==> config.mk <==
export PLATFORM = sky130hd
export DESIGN_NAME = mips_mc_control_fsm
export DESIGN_NICKNAME = d
export VERILOG_FILES = /design/src/rtl/mips_mc_control_fsm.sv
export SDC_FILE = /design/constraint.sdc
export NUM_CORES = 1
export LEC_CHECK = 0
export BUFFER_PORTS_ARGS = -buffer_cell sky130_fd_sc_hd__buf_4
export CAP_MARGIN = 20
export CORE_UTILIZATION = 43
export CTS_CLUSTER_SIZE = 10
export DETAILED_ROUTE_END_ITERATION = 7
export GPL_TIMING_DRIVEN = 0
export PLACE_DENSITY = 0.77
export SLEW_MARGIN = 20
export SYNTH_ARGS = -nofsm -noshare
export SYNTH_HDL_FRONTEND = slang
export SYNTH_SLANG_ARGS = --single-unit
==> constraint.sdc <==
create_clock -name clk -period 1.85 [get_ports clk]
set_clock_uncertainty 0.05 [all_clocks]
set_input_delay 0.0925 -clock clk [delete_from_list [all_inputs] [get_ports clk]]
set_output_delay 0.0925 -clock clk [all_outputs]
set_load 0.01 [all_outputs]
==> src/rtl/mips_mc_control_fsm.sv <==
// rtl/mips_mc_control_fsm.sv - main control FSM of the multicycle MIPS core
//
// Sequences the shared multicycle datapath. Each state drives the datapath mux
// selects, the register write enables and ALUOp. The FSM waits in the memory
// states until the memory ready handshake completes.
//
// Ports:
//   clk        - clock; all state changes happen on the rising edge
//   rst_n      - synchronous active-low reset
//   op         - opcode from the instruction register
//   mem_ready  - memory access complete (qualified by mem_req)
//   mem_req    - memory access request
//   iord       - address mux select: 0 = PC, 1 = ALUOut
//   mem_write  - memory write strobe
//   ir_write   - instruction register load
//   pc_write   - unconditional PC load
//   branch     - conditional PC load (datapath ANDs it with zero)
//   reg_dst    - write register select: 0 = rt, 1 = rd
//   mem_to_reg - write data select: 0 = ALUOut, 1 = MDR
//   reg_write  - register file write enable
//   alu_src_a  - ALU A select: 0 = PC, 1 = A
//   alu_src_b  - ALU B select: 00 = B, 01 = 4, 10 = sign-extended imm, 11 = imm<<2
//   alu_op     - 00 = add, 01 = sub, 10 = use funct
//   pc_src     - PC select: 00 = ALU, 01 = ALUOut, 10 = jump target
//   illegal_op - one-cycle pulse when DECODE sees an unknown opcode
//   state_o    - current state code (debug)
module mips_mc_control_fsm #(
  parameter logic [5:0] OP_RTYPE = 6'h00,
  parameter logic [5:0] OP_LW    = 6'h23,
  parameter logic [5:0] OP_SW    = 6'h2B,
  parameter logic [5:0] OP_BEQ   = 6'h04,
  parameter logic [5:0] OP_ADDI  = 6'h08,
  parameter logic [5:0] OP_J     = 6'h02
) (
  input  logic       clk,
  input  logic       rst_n,
  input  logic [5:0] op,
  input  logic       mem_ready,
  output logic       mem_req,
  output logic       iord,
  output logic       mem_write,
  output logic       ir_write,
  output logic       pc_write,
  output logic       branch,
  output logic       reg_dst,
  output logic       mem_to_reg,
  output logic       reg_write,
  output logic       alu_src_a,
  output logic [1:0] alu_src_b,
  output logic [1:0] alu_op,
  output logic [1:0] pc_src,
  output logic       illegal_op,
  output logic [3:0] state_o
);

  typedef enum logic [3:0] {
    S_IDLE   = 4'd0,
    S_FETCH  = 4'd1,
    S_DECODE = 4'd2,
    S_MEMADR = 4'd3,
    S_MEMRD  = 4'd4,
    S_MEMWB  = 4'd5,
    S_MEMWR  = 4'd6,
    S_EXEC   = 4'd7,
    S_ALUWB  = 4'd8,
    S_BRANCH = 4'd9,
    S_ADDIEX = 4'd10,
    S_ADDIWB = 4'd11,
    S_JUMP   = 4'd12
  } state_t;

  state_t state_q, state_d;

  always_ff @(posedge clk) begin
    if (!rst_n) begin
      state_q <= S_IDLE;
    end else begin
      state_q <= state_d;
    end
  end

  assign state_o = state_q;

  always_comb begin
    state_d    = state_q;
    mem_req    = 1'b0;
    iord       = 1'b0;
    mem_write  = 1'b0;
    ir_write   = 1'b0;
    pc_write   = 1'b0;
    branch     = 1'b0;
    reg_dst    = 1'b0;
    mem_to_reg = 1'b0;
    reg_write  = 1'b0;
    alu_src_a  = 1'b0;
    alu_src_b  = 2'b00;
    alu_op     = 2'b00;
    pc_src     = 2'b00;
    illegal_op = 1'b0;

    case (state_q)
      S_IDLE: state_d = S_FETCH;
      S_FETCH: begin
        mem_req   = 1'b1;
        alu_src_b = 2'b01;
        // IR and PC+4 load only on the cycle the instruction word arrives.
        ir_write  = mem_ready;
        pc_write  = mem_ready;
        if (mem_ready) state_d = S_DECODE;
      end
      S_DECODE: begin
        alu_src_b = 2'b11;
        // Branch target is precomputed here, speculatively, into ALUOut.
        if (op == OP_LW || op == OP_SW) state_d = S_MEMADR;
        else if (op == OP_RTYPE)        state_d = S_EXEC;
        else if (op == OP_BEQ)          state_d = S_BRANCH;
        else if (op == OP_ADDI)         state_d = S_ADDIEX;
        else if (op == OP_J)            state_d = S_JUMP;
        else begin
          illegal_op = 1'b1;
          state_d    = S_FETCH;
        end
      end
      S_MEMADR: begin
        alu_src_a = 1'b1;
        alu_src_b = 2'b10;
        state_d   = (op == OP_LW) ? S_MEMRD : S_MEMWR;
      end
      S_MEMRD: begin
        mem_req = 1'b1;
        iord    = 1'b1;
        if (mem_ready) state_d = S_MEMWB;
      end
      S_MEMWB: begin
        mem_to_reg = 1'b1;
        reg_write  = 1'b1;
        state_d    = S_FETCH;
      end
      S_MEMWR: begin
        mem_req   = 1'b1;
        iord      = 1'b1;
        mem_write = 1'b1;
        if (mem_ready) state_d = S_FETCH;
      end
      S_EXEC: begin
        alu_src_a = 1'b1;
        alu_op    = 2'b10;
        state_d   = S_ALUWB;
      end
      S_ALUWB: begin
        reg_dst   = 1'b1;
        reg_write = 1'b1;
        state_d   = S_FETCH;
      end
      S_BRANCH: begin
        alu_src_a = 1'b1;
        alu_op    = 2'b01;
        pc_src    = 2'b01;
        branch    = 1'b1;
        state_d   = S_FETCH;
      end
      S_ADDIEX: begin
        alu_src_a = 1'b1;
        alu_src_b = 2'b10;
        state_d   = S_ADDIWB;
      end
      S_ADDIWB: begin
        reg_write = 1'b1;
        state_d   = S_FETCH;
      end
      S_JUMP: begin
        pc_src   = 2'b10;
        pc_write = 1'b1;
        state_d  = S_FETCH;
      end
      // Unused codes recover by restarting instruction fetch.
      default: state_d = S_FETCH;
    endcase
  end

endmodule

==> run metrics, run 1 <==
Die Ht roughly 39 um; number of input and output port buffers inserted 27; r2r setup slk around 0.37 ns; Placement Setup Slack between 0.3 and 0.4 ns; Max rail drop VDD around 0.30 mV; DRT iter0 DRCs 16; Critical Setup Path Class flop to output pin; final core area utilization 0.6998; Post CTS Setup Buffer Count 0; synthesized area 576.8 sq um; final critical-path share of the clock period 0.9317; number of nets still failing antenna checks after routing 0; cell total after placement roughly 130; library cell with the highest instance count after synthesis sky130_fd_sc_hd__nor2_1; time the final worst path needs with I/O delays and setup about 1.7 ns; worst setup path endpoint pc_src[0]; Std-Cell Core Area roughly 1200 sq um; Gate Count Post-Synth 84; number of inserted filler cells in the final layout between 100 and 150; CTS buffer count 3; count of TritonRoute iterations in the first routing pass 4; DIE WIDTH a little under 40 um; share of the synthesized area in the top cell type 0.1388; Diodes inserted 0; Global Route Usage Sum 0.2392; Seq/Total Area, Yosys 0.1388; H-tree depth 1; Worst Max-Slew Pin Slew 0.3887 ns; dominant cell type by count on the critical path sky130_fd_sc_hd__buf_4; Synth Warn # 0; via density per instance around 5.6; DIE AREA approximately 1500 sq um; Worst path top cell family by delay buffers and inverters; synthesized area divided by synthesized cell count 6.867 sq um; final setup violating endpoints 0; detailed-route via count 720; DR WL/cell 12.69 um; worst-case reg-to-reg path depth 6; data arrival time at the worst-slack endpoint 1.58 ns; placement row count 12; largest net degree at the start of global routing 11; number of nets at the end of the flow approximately 130; area taken by multi-input logic gates 421.7 sq um; half-perimeter wire length after placement roughly 1200 um; count of maximum capacitance violations 0; number of global-route vias before repair 592; number of antenna violations at the first check in global routing 0; number of hold buffers added after cts 0; Synth area leader sky130_fd_sc_hd__dfxtp_1; P per Cell Area ~390 nW/um^2; capture instance of the worst register-to-register path state_o[0]$_SDFFE_PN0P_; min setup slack post-route 0.1263 ns; Synth Flop Type sky130_fd_sc_hd__dfxtp_1; number of nets in the synthesized netlist between 90 and 100; clock tree from TritonCTS yes; Routed WL 1624 um; clock latency on the worst-skew pair between 0.2 and 0.25 ns; Clock Pin Slew Worst Setup and Hold Paths about 0.040 ns; global-route wire length before repair 2532 um; share of synthesized flip-flops with an asynchronous set or reset 0; result of the run completed; Sequential cell area 80.08 sq um; worst hold margin a little over 0.06 ns; placer congestion estimate around 0.84; Clock Path Buffers 2; required time of the critical path between 1.5 and 2 ns; cell types with the largest area share after synthesis sky130_fd_sc_hd__dfxtp_1, sky130_fd_sc_hd__nor2_1, sky130_fd_sc_hd__nor3_1; non-filler cells in the finished layout between 100 and 150; kind of capture point of the worst setup path output pin; Resized cells post-CTS 0; type of the most critical hold path input pin to flop; fraction of final layout cells with drive strength greater than 1 0.3772; max-slew violation total from the final report 0; Achievable Freq between 500 and 600 MHz; Critical R2R Launch state_o[0]$_SDFFE_PN0P_; Post-synth EDFFs 0; Max transition margin 0.7408; Critical path origin state_o[3]$_SDFFE_PN0P_; Max stage delay on crit path 0.40 ns; critical-path cell with the highest stage delay sky130_fd_sc_hd__dfxtp_1; most frequent cells after synthesis sky130_fd_sc_hd__nor2_1, sky130_fd_sc_hd__nand2_1, sky130_fd_sc_hd__nor3_1; global route overflow 0; worst-path fanout max 10; root buffer selected by CTS sky130_fd_sc_hd__clkbuf_4; setup TNS 0 ns; Top-Level Pins 30; initial core utilization 0.4925; CP Cell Sequence clkbuf_1 -> nand2_1 -> nor2_1 -> buf_4 -> buf_4; critical path depth in cells 5; Residual DRC 0; final hold violations 0; startpoint types flop; buffers and inverters on the worst path 3; Yosys cell types 38; number of register bits inferred by synthesis 4; setup repair after global routing missed its margin no; clock sink count 4; leakage power 0.3729 nW; number of flip-flops in the largest register 4; P&R area growth vs syn 42.08%
-- metrics by stage --
stage | total power, mW | area (sq um)
final | 0.3180 | 819.5
after global routing | 0.3361 | 819.5
after CTS | 0.3217 | 819.5
after detailed placement | 0.2137 | 797.0
after global placement | 0.2115 | 797.0
after floorplan | 0.1652 | 576.8
-- power by group --
group          internal (mW)  total [mW]  switching [mW]
clock network         0.0723       0.104          0.0319
registers             0.0900      0.0930         0.00296
logic                 0.0573       0.121          0.0635
total                  0.220       0.318          0.0983
-- per-layer routing --
layer / track usage / share of wire
met1: 0.3275 / 0.46
met2: 0.4000 / 0.48
met3: 0.005780 / 0.062
met4: 0.07759 / 0
met5: 0 / 0
-- how the worst min path moves through the flow --
stage | depth (start not counted) | end | start
final | 2 | state_o[0]$_SDFFE_PN0P_ | rst_n
after global routing | 2 | state_o[0]$_SDFFE_PN0P_ | rst_n
after CTS | 2 | state_o[2]$_SDFFE_PN0P_ | rst_n
after detailed placement | 2 | state_o[2]$_SDFFE_PN0P_ | rst_n
after global placement | 2 | state_o[2]$_SDFFE_PN0P_ | rst_n
after floorplan | 1 | state_o[2]$_SDFFE_PN0P_ | rst_n
-- area by class of cell --
cell class	count	share of cell area
clock buffers	3	0.02748
repair buffers	27	0.2473
flip-flops and latches	4	0.09771
well taps	14	0.02137
plain buffers	10	0.08244
multi-input cells	68	0.5145
inverters	2	0.009160
-- worst reg2reg max path: cells and delay by family (launching register included) --
kind                   cells  cell delay (ns)
flip-flops                 1             0.32
AND/OR/NAND/NOR            2             0.12
buffers and inverters      2             0.28
AO/OA/AOI/OAI              2             0.58
-- layout by cell type (no fill, tap or decap), drive strengths merged --
| cell type | Yosys | layout |
|---|---|---|
| clkbuf | 2 | 5 |
| o2111ai | 1 | 1 |
| nor4 | 1 | 1 |
| mux2i | 1 | 1 |
| nor2b | 4 | 4 |
| a211oi | 1 | 1 |
| a31oi | 1 | 1 |
| nand3 | 1 | 1 |
| a21oi | 4 | 4 |
| nand4 | 3 | 3 |
| and3 | 3 | 3 |
| a31o | 1 | 1 |
| a221o | 1 | 1 |
| buf | 8 | 35 |
| o31ai | 1 | 1 |
| o2111a | 1 | 1 |
| a2bb2oi | 1 | 1 |
| and2 | 1 | 1 |
| o311a | 1 | 1 |
| a32oi | 1 | 1 |
| inv | 2 | 2 |
| and4 | 1 | 1 |
| o22ai | 2 | 2 |
| nor2 | 12 | 12 |
| nand2b | 3 | 3 |
| o211ai | 1 | 1 |
| xor2 | 2 | 2 |
| nand2 | 6 | 6 |
| dfxtp | 4 | 4 |
| nor3 | 6 | 6 |
| and4bb | 1 | 1 |
| o21ai | 4 | 4 |
| a211o | 1 | 1 |
| and3b | 1 | 1 |
-- kinds of logic after synthesis --
kind of cell | after synthesis | share of synthesized area
buffers and inverters | 12 | 0.1301
AO/OA/AOI/OAI | 22 | 0.2712
AND/OR/NAND/NOR | 43 | 0.4122
XOR/XNOR | 2 | 0.03037
multiplexers | 1 | 0.01735
flip-flops | 4 | 0.1388
No activity file was read; power rests on OpenSTA's default activity.
==> run 2, diff against run 1 <==
--- a/config.mk
+++ b/config.mk
@@ -5,13 +5,15 @@
 export SDC_FILE = /design/constraint.sdc
 export NUM_CORES = 1
 export LEC_CHECK = 0
+export ABC_AREA = 1
 export BUFFER_PORTS_ARGS = -buffer_cell sky130_fd_sc_hd__buf_4
 export CAP_MARGIN = 20
-export CORE_UTILIZATION = 43
+export CORE_AREA = 2 2 39 41
 export CTS_CLUSTER_SIZE = 10
 export DETAILED_ROUTE_END_ITERATION = 7
+export DIE_AREA = 0 0 41 43
 export GPL_TIMING_DRIVEN = 0
-export PLACE_DENSITY = 0.77
+export PLACE_DENSITY = 0.71
 export SLEW_MARGIN = 20
 export SYNTH_ARGS = -nofsm -noshare
 export SYNTH_HDL_FRONTEND = slang
==> run metrics, run 2 <==
kind of capture point of the worst setup path output pin; final setup violating endpoints 0 (unchanged); number of hold buffers added after cts 0 (unchanged); detailed-route via count 682 (-5.3%); max-slew violation total from the final report 0 (unchanged); leakage power 0.4485 nW (+20%); r2r setup slk 0.55 ns (+0.18 ns); count of maximum capacitance violations 0 (unchanged); Clock Path Buffers 2 (unchanged); Synth Flop Type sky130_fd_sc_hd__dfxtp_1; Resized cells post-CTS 0 (unchanged); min setup slack post-route 0.3116 ns (+0.1852 ns); Diodes inserted 0 (unchanged); Gate Count Post-Synth 99 (+18%); count of TritonRoute iterations in the first routing pass 4 (unchanged); fraction of final layout cells with drive strength greater than 1 0.3359 (-0.04132); Post-synth EDFFs 0 (unchanged); number of input and output port buffers inserted 29 (+7.4%); Residual DRC 0 (unchanged); setup TNS 0 ns (unchanged); CTS buffer count 3 (unchanged); number of antenna violations at the first check in global routing 0 (unchanged); Yosys cell types 18 (-53%); non-filler cells in the finished layout 147 (+15%); most frequent cells after synthesis sky130_fd_sc_hd__nor2_1, sky130_fd_sc_hd__nand2_1, sky130_fd_sc_hd__inv_1, sky130_fd_sc_hd__nand3_1, sky130_fd_sc_hd__dfxtp_1; worst setup path endpoint illegal_op; net switching power of the design 0.4293 mW (+340%); hold wc startpoint rst_n; Top-Level Pins 30 (unchanged); clock latency on the worst-skew pair 0.24 ns (about the same); synthesized area 506.7 sq um (-12%); synthesized area divided by synthesized cell count 5.119 sq um (-25%); P per Cell Area 1170 nW/um^2 (+200%); Worst Max-Slew Pin Slew 0.2417 ns (-0.1470 ns); DIE WIDTH 41 um (+6.1%); Global Route Usage Sum 0.1777 (-0.06152); root buffer selected by CTS sky130_fd_sc_hd__clkbuf_4; H-tree depth 1 (unchanged); Routed WL 1329 um (-18%); number of nets in the synthesized netlist 108 (+16%); global-route wire length before repair 2187 um (-14%); number of nets still failing antenna checks after routing 0 (unchanged); placement row count 14 (+2); portion of total power attributed to the clock network 0.125 (-0.203); Achievable Freq 650.0 MHz (+12%); clock sink count 4 (unchanged); number of global-route vias before repair 579 (-2.2%); Clock Pin Slew Worst Setup and Hold Paths 0.04 ns (about the same); Placement Setup Slack 0.5473 ns (+0.1817 ns); DR WL/cell 9.041 um (-29%); Critical path origin state_o[1]$_SDFFE_PN0P_; Switching Fraction 0.4782 (+0.1690); via density per instance 4.639 (-18%); Std-Cell Core Area 1384 sq um (+18%); global route overflow 0 (unchanged); placer congestion estimate 0.8442 (+0.52%); Synth area leader sky130_fd_sc_hd__nor2_1; Internal Power 0.4684 mW (+110%); Overall Power 0.8977 mW (+180%); Critical Setup Path Class flop to output pin; share of synthesized flip-flops with an asynchronous set or reset 0 (unchanged); type of the most critical hold path input pin to flop; data arrival time at the worst-slack endpoint 1.40 ns (-0.18 ns); cell total after placement 144 (+15%); library cell with the highest instance count after synthesis sky130_fd_sc_hd__nor2_1; Max rail drop VDD 0.7521 mV (+150%); commonest non-fill, non-tap cell in the layout sky130_fd_sc_hd__buf_4; required time of the critical path 1.71 ns (about the same); half-perimeter wire length after placement 1124 um (-7.7%); initial core utilization 0.3662 (-0.1263); combinational share of power 0.711 (+0.331); DIE AREA 1763 sq um (+18%); P&R area growth vs syn 51.36%; Die Ht 43 um (+11%); largest net degree at the start of global routing 9 (-2); startpoint types flop; final critical-path share of the clock period 0.8316 (-0.1001); commonest cells after routing, fill and taps aside sky130_fd_sc_hd__buf_4, sky130_fd_sc_hd__nor2_1, sky130_fd_sc_hd__nand2_1, sky130_fd_sc_hd__inv_1, sky130_fd_sc_hd__nand3_1; Critical R2R Launch state_o[0]$_SDFFE_PN0P_; worst-path fanout max 6 (-4); sequential share of power 0.164 (-0.128); Max transition margin 0.8383 (+0.09741); number of register bits inferred by synthesis 4 (unchanged); time the final worst path needs with I/O delays and setup 1.538 ns (-0.1852 ns); result of the run completed; final hold violations 0 (unchanged); capture instance of the worst register-to-register path state_o[0]$_SDFFE_PN0P_; number of flip-flops in the largest register 4 (unchanged); Synth Warn # 0 (unchanged); DRT iter0 DRCs 4 (-12); worst-case reg-to-reg path depth 9 (+3); number of nets at the end of the flow 142 (+14%); Seq/Total Area, Yosys 0.1580 (+0.01920); setup repair after global routing missed its margin no; share of the synthesized area in the top cell type 0.2222 (+0.08339); Post CTS Setup Buffer Count 0 (unchanged); cell types with the largest area share after synthesis sky130_fd_sc_hd__nor2_1, sky130_fd_sc_hd__nand2_1, sky130_fd_sc_hd__dfxtp_1; clock tree from TritonCTS yes
## run 2: cell count changes after synthesis, moves of 3 or more
cell | previous run | this run
sky130_fd_sc_hd__nor3_1 | 6 | 0
sky130_fd_sc_hd__nand4_1 | 3 | 0
sky130_fd_sc_hd__nor2_1 | 11 | 30
sky130_fd_sc_hd__nor2b_1 | 3 | 0
sky130_fd_sc_hd__nand2_1 | 6 | 26
sky130_fd_sc_hd__inv_1 | 2 | 13
sky130_fd_sc_hd__nand2b_1 | 3 | 0
sky130_fd_sc_hd__buf_2 | 3 | 0
sky130_fd_sc_hd__nand3_1 | 1 | 7
sky130_fd_sc_hd__o21ai_0 | 4 | 1
sky130_fd_sc_hd__and3_1 | 3 | 0
## run 2: metrics by stage
step	util	instance area [sq um]	hold slack [ns]
floorplan	-	506.7	0.1685
global placement	0.5380	744.5	0.2989
detailed placement	0.5380	744.5	0.3013
CTS	0.5543	767.0	0.05281
global route	0.5543	767.0	0.06094
finish	0.5543	767.0	0.05408
## run 2: how the worst min path moves through the flow
stage | to | slack (ns) | cells past startpoint
2_1_floorplan | state_o[0]$_SDFFE_PN0P_ | 0.17 | 2
3_3_place_gp | state_o[0]$_SDFFE_PN0P_ | 0.30 | 3
3_5_place_dp | state_o[0]$_SDFFE_PN0P_ | 0.30 | 3
4_1_cts | state_o[0]$_SDFFE_PN0P_ | 0.05 | 3
5_1_grt | state_o[0]$_SDFFE_PN0P_ | 0.06 | 3
6_report | state_o[0]$_SDFFE_PN0P_ | 0.05 | 3
## run 2: layout make-up
type / count / area (sq um)
Multi-Input combinational cell: 78 / 347.8
Sequential cell: 4 / 80.08
Clock buffer: 3 / 22.52
Tap cell: 16 / 20.02
Buffer: 3 / 26.28
Timing Repair Buffer: 29 / 217.7
Inverter: 14 / 52.55
Fill cell: 150 / 616.8
## run 2: metal layers
metal  track usage  part of all wire  vias up
met1        0.2347              0.46      298
met4       0.06000             0.016        0
met2        0.2656              0.47       16
met5             0                 0        -
met3       0.05236             0.055        2
li1              -                 -      366
## run 2: logic make-up (layout without fill, tap and decap cells)
logic type / count (synthesis) / after routing / share of synthesized area
flops: 4 / 4 / 0.1580
compound gates: 8 / 8 / 0.1037
buf+inv: 17 / 49 / 0.1555
simple gates: 70 / 70 / 0.5827
## run 2: critical path, cell delays in order, from the launching register on
cell                       delay, ns
sky130_fd_sc_hd__dfxtp_1        0.43
sky130_fd_sc_hd__inv_1          0.11
sky130_fd_sc_hd__nor2_1         0.10
sky130_fd_sc_hd__nand2_1        0.09
sky130_fd_sc_hd__inv_1          0.12
sky130_fd_sc_hd__o211ai_1       0.10
sky130_fd_sc_hd__nor2_1         0.09
sky130_fd_sc_hd__buf_4          0.12
## run 2: power by group through the flow
stage | Combinational (mW) | Clock [mW] | Sequential (mW)
after floorplan | 0.396 | 0 | 0.155
after global placement | 0.637 | 0 | 0.148
after detailed placement | 0.642 | 0 | 0.148
after CTS | 0.646 | 0.113 | 0.147
after global routing | 0.719 | 0.116 | 0.152
final | 0.639 | 0.112 | 0.147
==> run 3, diff against run 2 <==
==> constraint.sdc (replaced) <==
create_clock -name clk -period 1.5 [get_ports clk]
set_clock_uncertainty 0.05 [all_clocks]
set_input_delay 0.075 -clock clk [delete_from_list [all_inputs] [get_ports clk]]
set_output_delay 0.075 -clock clk [all_outputs]
set_load 0.01 [all_outputs]
==> run metrics, run 3 (synthesized netlist as in run 2, its figures left out) <==
result of the run completed; global-route wire length before repair 2187 um (unchanged); Achievable Freq 699.0 MHz; Max rail drop VDD 0.9436 mV (+25%); min setup slack post-route 0.06943 ns (-0.2421 ns); P&R area growth vs syn 52.84%; time the final worst path needs with I/O delays and setup around 1.4 ns; Clock Pin Slew Worst Setup and Hold Paths 0.04 ns (about the same); Clock Path Buffers 2 (unchanged); max-slew violation total from the final report 0 (unchanged); clock latency on the worst-skew pair 0.24 ns (about the same); Global Route Usage Sum 0.1777 (unchanged); CTS buffer count 3 (unchanged); fraction of final layout cells with drive strength greater than 1 0.3664 (+0.03053); number of input and output port buffers inserted 29 (unchanged); count of TritonRoute iterations in the first routing pass 4 (unchanged); root buffer selected by CTS sky130_fd_sc_hd__clkbuf_4; placement row count 14 (unchanged); Critical Setup Path Class flop to output pin; Die Ht 43 um (unchanged); DIE AREA 1763 sq um (unchanged); via density per instance 4.680 (+0.88%); clock tree from TritonCTS yes; Worst Max-Slew Pin Slew 0.2154 ns (-0.02632 ns); final critical-path share of the clock period 0.9537; worst-path fanout max 6 (unchanged); number of flip-flops in the largest register 4 (unchanged); DR WL/cell 9.122 um (+0.90%); count of maximum capacitance violations 0 (unchanged); commonest non-fill, non-tap cell in the layout sky130_fd_sc_hd__buf_4; final setup violating endpoints 0 (unchanged); P per Cell Area 1449 nW/um^2 (+24%); initial core utilization 0.3662 (unchanged); number of nets still failing antenna checks after routing 0 (unchanged); final core area utilization 0.5597 (+0.005425); placer congestion estimate 0.8442 (unchanged); setup repair after global routing missed its margin yes; half-perimeter wire length after placement 1124 um (unchanged); number of nets at the end of the flow 142 (unchanged); DRT iter0 DRCs 7 (+3); kind of capture point of the worst setup path output pin; Max transition margin 0.8559 (+0.01761); leakage power 0.4471 nW (-0.31%); largest net degree at the start of global routing 9 (unchanged); required time of the critical path 1.37 ns (-0.34 ns); commonest cells after routing, fill and taps aside sky130_fd_sc_hd__buf_4, sky130_fd_sc_hd__nor2_1, sky130_fd_sc_hd__nand2_1, sky130_fd_sc_hd__inv_1, sky130_fd_sc_hd__nand3_1; Top-Level Pins 30 (unchanged); data arrival time at the worst-slack endpoint 1.31 ns (-0.09 ns); startpoint types flop; detailed-route via count 688 (+0.88%); Residual DRC 0 (unchanged); Placement Setup Slack 0.1973 ns (-0.3500 ns); number of global-route vias before repair 579 (unchanged); number of antenna violations at the first check in global routing 0 (unchanged); cell total after placement 144 (unchanged); type of the most critical hold path input pin to flop; clock sink count 4 (unchanged); Std-Cell Core Area 1384 sq um (unchanged); DIE WIDTH 41 um (unchanged); worst hold margin 0.03591 ns (-0.01816 ns); Routed WL 1341 um (+0.90%); non-filler cells in the finished layout 147 (unchanged); global route overflow 0 (unchanged); final hold violations 0 (unchanged); Diodes inserted 0 (unchanged); Overall Power 1.123 mW (+25%); H-tree depth 1 (unchanged)
run 3: cell types whose count changed in the layout (fill, tap and decap cells not counted):
| cell | change |
|---|---|
| sky130_fd_sc_hd__dfxtp_1 | -2 |
| sky130_fd_sc_hd__dfxtp_2 | +1 |
| sky130_fd_sc_hd__dfxtp_4 | +1 |
| sky130_fd_sc_hd__inv_1 | -1 |
| sky130_fd_sc_hd__inv_2 | +1 |
| sky130_fd_sc_hd__nor2_1 | -1 |
| sky130_fd_sc_hd__nor2_2 | +1 |
run 3: report_power, final:
group	switching (mW)	total [mW]	leakage, nW	internal, mW
logic	0.445	0.794	0.399	0.349
registers	0.0418	0.191	0.0339	0.149
clock network	0.0478	0.137	0.0138	0.0897
total	0.535	1.12	0.447	0.588
run 3: worst max-delay path: stages, from the launching register on:
cell	delay (ns)
sky130_fd_sc_hd__dfxtp_1	0.37
sky130_fd_sc_hd__inv_1	0.10
sky130_fd_sc_hd__nand2_2	0.13
sky130_fd_sc_hd__nor2_1	0.08
sky130_fd_sc_hd__nor2_2	0.16
sky130_fd_sc_hd__nand2_1	0.07
sky130_fd_sc_hd__buf_4	0.14
run 3: cell type report:
cell class | instances | area (sq um)
fill | 153 | 609.3
multi-input combinational | 78 | 350.3
timing repair buffer | 29 | 217.7
sequential | 4 | 85.08
inverter | 14 | 52.55
buffer | 3 | 26.28
clock buffer | 3 | 22.52
tap | 16 | 20.02
run 3: final timing paths:
| kind | start | to | slack, ns | depth (start not counted) |
|---|---|---|---|---|
| worst min-delay path | rst_n | state_o[0]$_SDFFE_PN0P_ | 0.04 | 3 |
| worst max register to register | state_o[0]$_SDFFE_PN0P_ | state_o[0]$_SDFFE_PN0P_ | 0.18 | 9 |
| worst min register to register | state_o[0]$_SDFFE_PN0P_ | state_o[2]$_SDFFE_PN0P_ | 0.64 | 4 |
| worst max-delay path | state_o[3]$_SDFFE_PN0P_ | alu_src_a | 0.07 | 6 |
run 3: metal layers:
metal,vias up,share of wire,global-route usage
met1,303,0.46,0.2347
li1,367,-,-
met4,0,0.016,0.06000
met5,-,0,0
met3,2,0.055,0.05236
met2,16,0.47,0.2656
run 3: repair_timing:
item / CTS / global route
hold buffers: 0 / 0
buffers inserted: 0 / 0
gates resized for setup: 1 / 4
endpoints found under the setup margin: 1 / 5
run 3: per-stage QoR:
stage / setup TNS (ns) / instance area, sq um
6_report: 0 / 774.5
5_1_grt: -0.08141 / 774.5
4_1_cts: 0 / 768.2
3_5_place_dp: 0 / 744.5
3_3_place_gp: 0 / 744.5
2_1_floorplan: 0 / 506.7
